$ cat src/rtl/jtag_tx_register.sv
// JTAG read-back data register: one-entry holding buffer fed by a valid/ready producer,
// captured with status bits into a DR-length shift register and scanned out LSB-first on TDO.
module jtag_tx_register #(
  parameter int unsigned DATA_WIDTH = 16
) (
  input  logic                  RESET,
  input  logic                  CLOCK_DR,
  input  logic                  CAPTURE_DR,
  input  logic                  SHIFT_DR,
  input  logic                  UPDATE_DR,
  input  logic                  TDI,
  input  logic [DATA_WIDTH-1:0] DATA_IN,
  input  logic                  DATA_VALID,
  output logic                  DATA_READY,
  output logic                  TDO,
  output logic                  CAPTURED,
  output logic                  OVERFLOW
);

  localparam int unsigned ScanLen = DATA_WIDTH + 3;
  localparam int unsigned CntW    = $clog2(DATA_WIDTH + 4);
  localparam logic [CntW-1:0] CntMax = CntW'(ScanLen);

  // Posedge-domain state
  logic [ScanLen-1:0]    shift_reg_q, shift_reg_d;
  logic [DATA_WIDTH-1:0] hold_data_q, hold_data_d;
  logic                  hold_full_q, hold_full_d;
  logic                  ovf_q, ovf_d;
  logic [CntW-1:0]       bit_cnt_q, bit_cnt_d;
  logic                  captured_q, captured_d;
  logic                  arm_p_q, arm_p_d;
  logic                  short_clr_q, short_clr_d;

  // Negedge-domain state (UPDATE_DR path)
  logic                  arm_n_q;
  logic                  short_set_q;

  // armed and short_err are each split into a posedge half and a negedge half so every
  // flop has a single driver; the XOR of the pair is the logical flag.
  logic armed;
  logic short_err;

  assign armed     = arm_p_q ^ arm_n_q;
  assign short_err = short_set_q ^ short_clr_q;

  always_comb begin
    shift_reg_d = shift_reg_q;
    hold_data_d = hold_data_q;
    hold_full_d = hold_full_q;
    ovf_d       = ovf_q;
    bit_cnt_d   = bit_cnt_q;
    arm_p_d     = arm_p_q;
    short_clr_d = short_clr_q;
    captured_d  = CAPTURE_DR & hold_full_q;

    if (CAPTURE_DR) begin
      shift_reg_d = {hold_data_q, short_err, ovf_q, hold_full_q};
      hold_full_d = 1'b0;
      ovf_d       = 1'b0;
      bit_cnt_d   = '0;
      short_clr_d = short_set_q;
      arm_p_d     = arm_n_q ^ hold_full_q;
    end else if (SHIFT_DR) begin
      shift_reg_d = {TDI, shift_reg_q[ScanLen-1:1]};
      if (bit_cnt_q != CntMax) begin
        bit_cnt_d = bit_cnt_q + CntW'(1);
      end
    end

    // Producer side is evaluated after capture so that accept/drop override the clears.
    if (DATA_VALID) begin
      if (hold_full_q) begin
        ovf_d = 1'b1;
      end else begin
        hold_data_d = DATA_IN;
        hold_full_d = 1'b1;
      end
    end
  end

  always_ff @(posedge CLOCK_DR or negedge RESET) begin
    if (!RESET) begin
      shift_reg_q <= '0;
      hold_data_q <= '0;
      hold_full_q <= 1'b0;
      ovf_q       <= 1'b0;
      bit_cnt_q   <= '0;
      captured_q  <= 1'b0;
      arm_p_q     <= 1'b0;
      short_clr_q <= 1'b0;
    end else begin
      shift_reg_q <= shift_reg_d;
      hold_data_q <= hold_data_d;
      hold_full_q <= hold_full_d;
      ovf_q       <= ovf_d;
      bit_cnt_q   <= bit_cnt_d;
      captured_q  <= captured_d;
      arm_p_q     <= arm_p_d;
      short_clr_q <= short_clr_d;
    end
  end

  always_ff @(negedge CLOCK_DR or negedge RESET) begin
    if (!RESET) begin
      arm_n_q     <= 1'b0;
      short_set_q <= 1'b0;
    end else if (UPDATE_DR) begin
      if (armed && (bit_cnt_q != CntMax)) begin
        short_set_q <= ~short_clr_q;
      end
      arm_n_q <= arm_p_q;
    end
  end

  assign DATA_READY = ~hold_full_q;
  assign TDO        = shift_reg_q[0];
  assign CAPTURED   = captured_q;
  assign OVERFLOW   = ovf_q;

endmodule

$ cat config.mk
export PLATFORM = sky130hd
export DESIGN_NAME = jtag_tx_register
export DESIGN_NICKNAME = d
export VERILOG_FILES = /design/src/rtl/jtag_tx_register.sv
export SDC_FILE = /design/constraint.sdc
export NUM_CORES = 1
export LEC_CHECK = 0
export ABC_AREA = 1
export CORE_UTILIZATION = 50
export CTS_CLUSTER_SIZE = 10
export DETAILED_ROUTE_END_ITERATION = 10
export GPL_ROUTABILITY_DRIVEN = 0
export PLACE_DENSITY = 0.8
export SLEW_MARGIN = 5
export SYNTH_ARGS = -nofsm -noshare
export SYNTH_HDL_FRONTEND = slang
export SYNTH_SLANG_ARGS = --single-unit
$ cat constraint.sdc
create_clock -name CLOCK_DR -period 3.5 [get_ports CLOCK_DR]
set_input_delay 0.875 -clock CLOCK_DR [delete_from_list [all_inputs] [get_ports CLOCK_DR]]
set_output_delay 0.875 -clock CLOCK_DR [all_outputs]
set_load 0.02 [all_outputs]
==> reports/results.tsv <==
metric	value	unit
clk slew on worst S/H paths	80	ps
Min-Delay Path Class	in2async	
Max VDD drop	0.292	mV
sequential area share after synthesis	0.543	
Post-Syn Nets	262	
# diodes	0	
Root Buffer Master	clkbuf_8	
Buffers on Ports	26	
P&R area growth vs syn	16.7	%
DIE AREA	4600	µm²
CP cell instances	clkdlybuf4s50_1 -> mux2_2	
mapped cell area	2170	µm²
Final nets	289	
Routed WL	3890	µm
Synth Area in Compound Gates	0.150	
CTS Hold Bufs	0	
startpoint types	primary input	
Yosys cell types	29	
vias in the first global route	1424	
Core Footprint	4090	µm²
actual slew at the worst max-slew pin	692	ps
layout cells sized above 1	0.135	
# IOs	27	
initial antenna violation count	0	
drt drc	0	
Mapped Avg Cell Area	9.11	µm²
crit end category	register	
Row Count	23	
status	finished, final reports clean	
largest family of logic cells by synthesized area	simple AND/OR/NAND/NOR gates	
maximum buffer depth of the clock tree	2	
Synth Register Bits	47	
CP top delay family	buffers and inverters	
RSZ-0062 raised after global routing	no	
CTS tree	built	
max_slew headroom	0.538	
delay of the slowest cell on the worst path	480	ps
Max H-tree Level	2	
die height	67.8	µm
Mapped Cells	238	
M2 GR Usage	0.306	
total CTS buffers	5	
worst skew pair latency	300	ps
final hold viol count	0	
M1 GR Usage	0.254	
Design Area, Final	2530	µm²
Initial Utilization	0.530	
leakage power	1.24	nW
Setup CP Type	in2reg	
pin count of the biggest net entering global routing	41	
Slowest-stage cell, CP	clkdlybuf4s50_1	
max-slew violations	0	
skew final	10.2	ps
Worst EP arrival	1690	ps
busiest grt layer	met2	
initial drt markers	94	
Post-CTS Setup Bufs	0	
Die Width	67.8	µm
final setup violation count	0	
adder-cell share of the synthesized area	0.00577	
via count	1615	
reg-to-reg slack, setup	490	ps
DRT Pass-1 Iters	4	
total global-route track usage	0.194	
yosys warns	0	
GR Overflow Total	0	
max cap viols	0	
pwr dens	525	nW/µm²
Synth Area in XOR/XNOR	0.00808	
Post-Synth Simple-Gate Area	0.208	
HPWL Detailed	2620	µm
drt wl/cell	12.3	µm
Final Util	0.619	
CTS sink cnt	47	
multiplexer area fraction after synthesis	0.00520	
Post-DP Area	2440	µm²
Resized cells post-CTS	0	
Worst Path Buf+Inv	1	
drt via density	5.11	
required time of the critical path	1900	ps
GR Util met3	0.0500	
Worst Path Max Fanout	2	
antenna-violating nets left	0	
first-pass GRT wire length	6400	µm
[registers in the layout, summed over array words and instances, names as in the netlist]
register / cells
shift_reg_q: 19
hold_data_q: 16
bit_cnt_q: 5
CAPTURED: 1
OVERFLOW: 1
arm_n_q: 1
arm_p_q: 1
hold_full_q: 1
short_clr_q: 1
short_set_q: 1
[per-stage QoR]
step | setup slack, ps | TNS [ps] | total power [mW] | hold WS, ps | cells
final | 208 | 0 | 1.33 | 403 | 316
after global placement | -103 | -149 | 1.01 | 459 | 308
after global routing | 193 | 0 | 1.41 | 400 | 316
after detailed placement | -107 | -189 | 1.03 | 467 | 308
after floorplan | 415 | 0 | 0.927 | 441 | 238
after CTS | 206 | 0 | 1.34 | 401 | 316
[final cells by class]
cell class | instances | area, µm²
timing repair buffer | 31 | 293
multi-input combinational | 155 | 817
sequential | 47 | 1180
clock inverter | 2 | 12.5
fill | 365 | 1560
inverter | 25 | 96.3
tap | 50 | 62.6
clock buffer | 6 | 72.6
[worst register-to-register path, delay by kind of cell (launching register included)]
| kind | cells | cell delay (ps) |
|---|---|---|
| adder cells (fa/ha/maj) | 1 | 250 |
| buffers and inverters | 1 | 50 |
| flip-flops | 1 | 410 |
| AND/OR/NAND/NOR | 5 | 410 |
[placed cells by master (no fill, tap or decap), types with 2 or more instances in the layout]
cell type,netlist,routed
o22ai_2,9,9
nor2_1,32,32
clkdlybuf4s50_1,0,25
inv_1,23,23
o21ai_1,3,3
dfrtn_1,2,2
nand2_1,54,54
o21ai_0,12,12
nand4_1,5,5
o21ai_2,8,8
clkbuf_8,0,5
nand3_1,16,16
a21oi_1,5,5
buf_4,2,5
dfrtp_1,45,45
[routing by layer]
layer  routed length (µm)  part of all wire  up-vias
li1                     -                 -      829
met1                 1850              0.48      759
met2                 1860              0.48       23
met3                  112             0.029        4
met4                   63             0.016        0
met5                    0                 0        -
[synth_stat cells]
library cell / number / share of area
inv_4: 1 / 0.0029
o22ai_1: 1 / 0.0029
o211ai_2: 1 / 0.0058
inv_2: 1 / 0.0017
or2_2: 1 / 0.0029
nor2_1: 32 / 0.055
dfrtn_1: 2 / 0.023
mux2_2: 1 / 0.0052
o21ai_1: 3 / 0.0069
a31oi_1: 1 / 0.0029
nor2_4: 1 / 0.0052
nand4_1: 5 / 0.014
inv_1: 23 / 0.040
nand3_1: 16 / 0.037
xnor2_1: 1 / 0.0040
nand2_1: 54 / 0.094
o22ai_2: 9 / 0.052
buf_6: 3 / 0.016
o21bai_1: 1 / 0.0035
ha_1: 1 / 0.0058
xor2_1: 1 / 0.0040
buf_4: 2 / 0.0069
o21ai_0: 12 / 0.028
o21ai_2: 8 / 0.032
clkbuf_1: 1 / 0.0017
a22o_1: 1 / 0.0040
dfrtp_1: 45 / 0.52
a21oi_1: 5 / 0.012
buf_2: 5 / 0.012
[power breakdown]
group	switching (mW)	internal [mW]	leakage [nW]
Clock	0.172	0.140	0.0412
Sequential	0.0762	0.654	0.568
Combinational	0.153	0.133	0.631
[path summary, 6_finish.rpt]
path,from,end,cells past startpoint
min in group CLOCK_DR,hold_data_q[14],hold_data_q[14],2
hold reg to reg,hold_data_q[14],hold_data_q[14],2
setup / recovery,UPDATE_DR,arm_n_q,2
setup reg to reg,bit_cnt_q[0],short_set_q,7
max in group asynchronous,RESET,short_set_q,1
hold / removal,RESET,bit_cnt_q[2],1
[cell families after synthesis]
group,Yosys count
and+or+nand+nor,109
xor gates and xnor gates,2
AOI/OAI and AO/OA,42
DFF,47
buffers and inverters,36
muxes,1
adders and majority gates,1
Note: power is estimated with default switching activity, not from simulation.
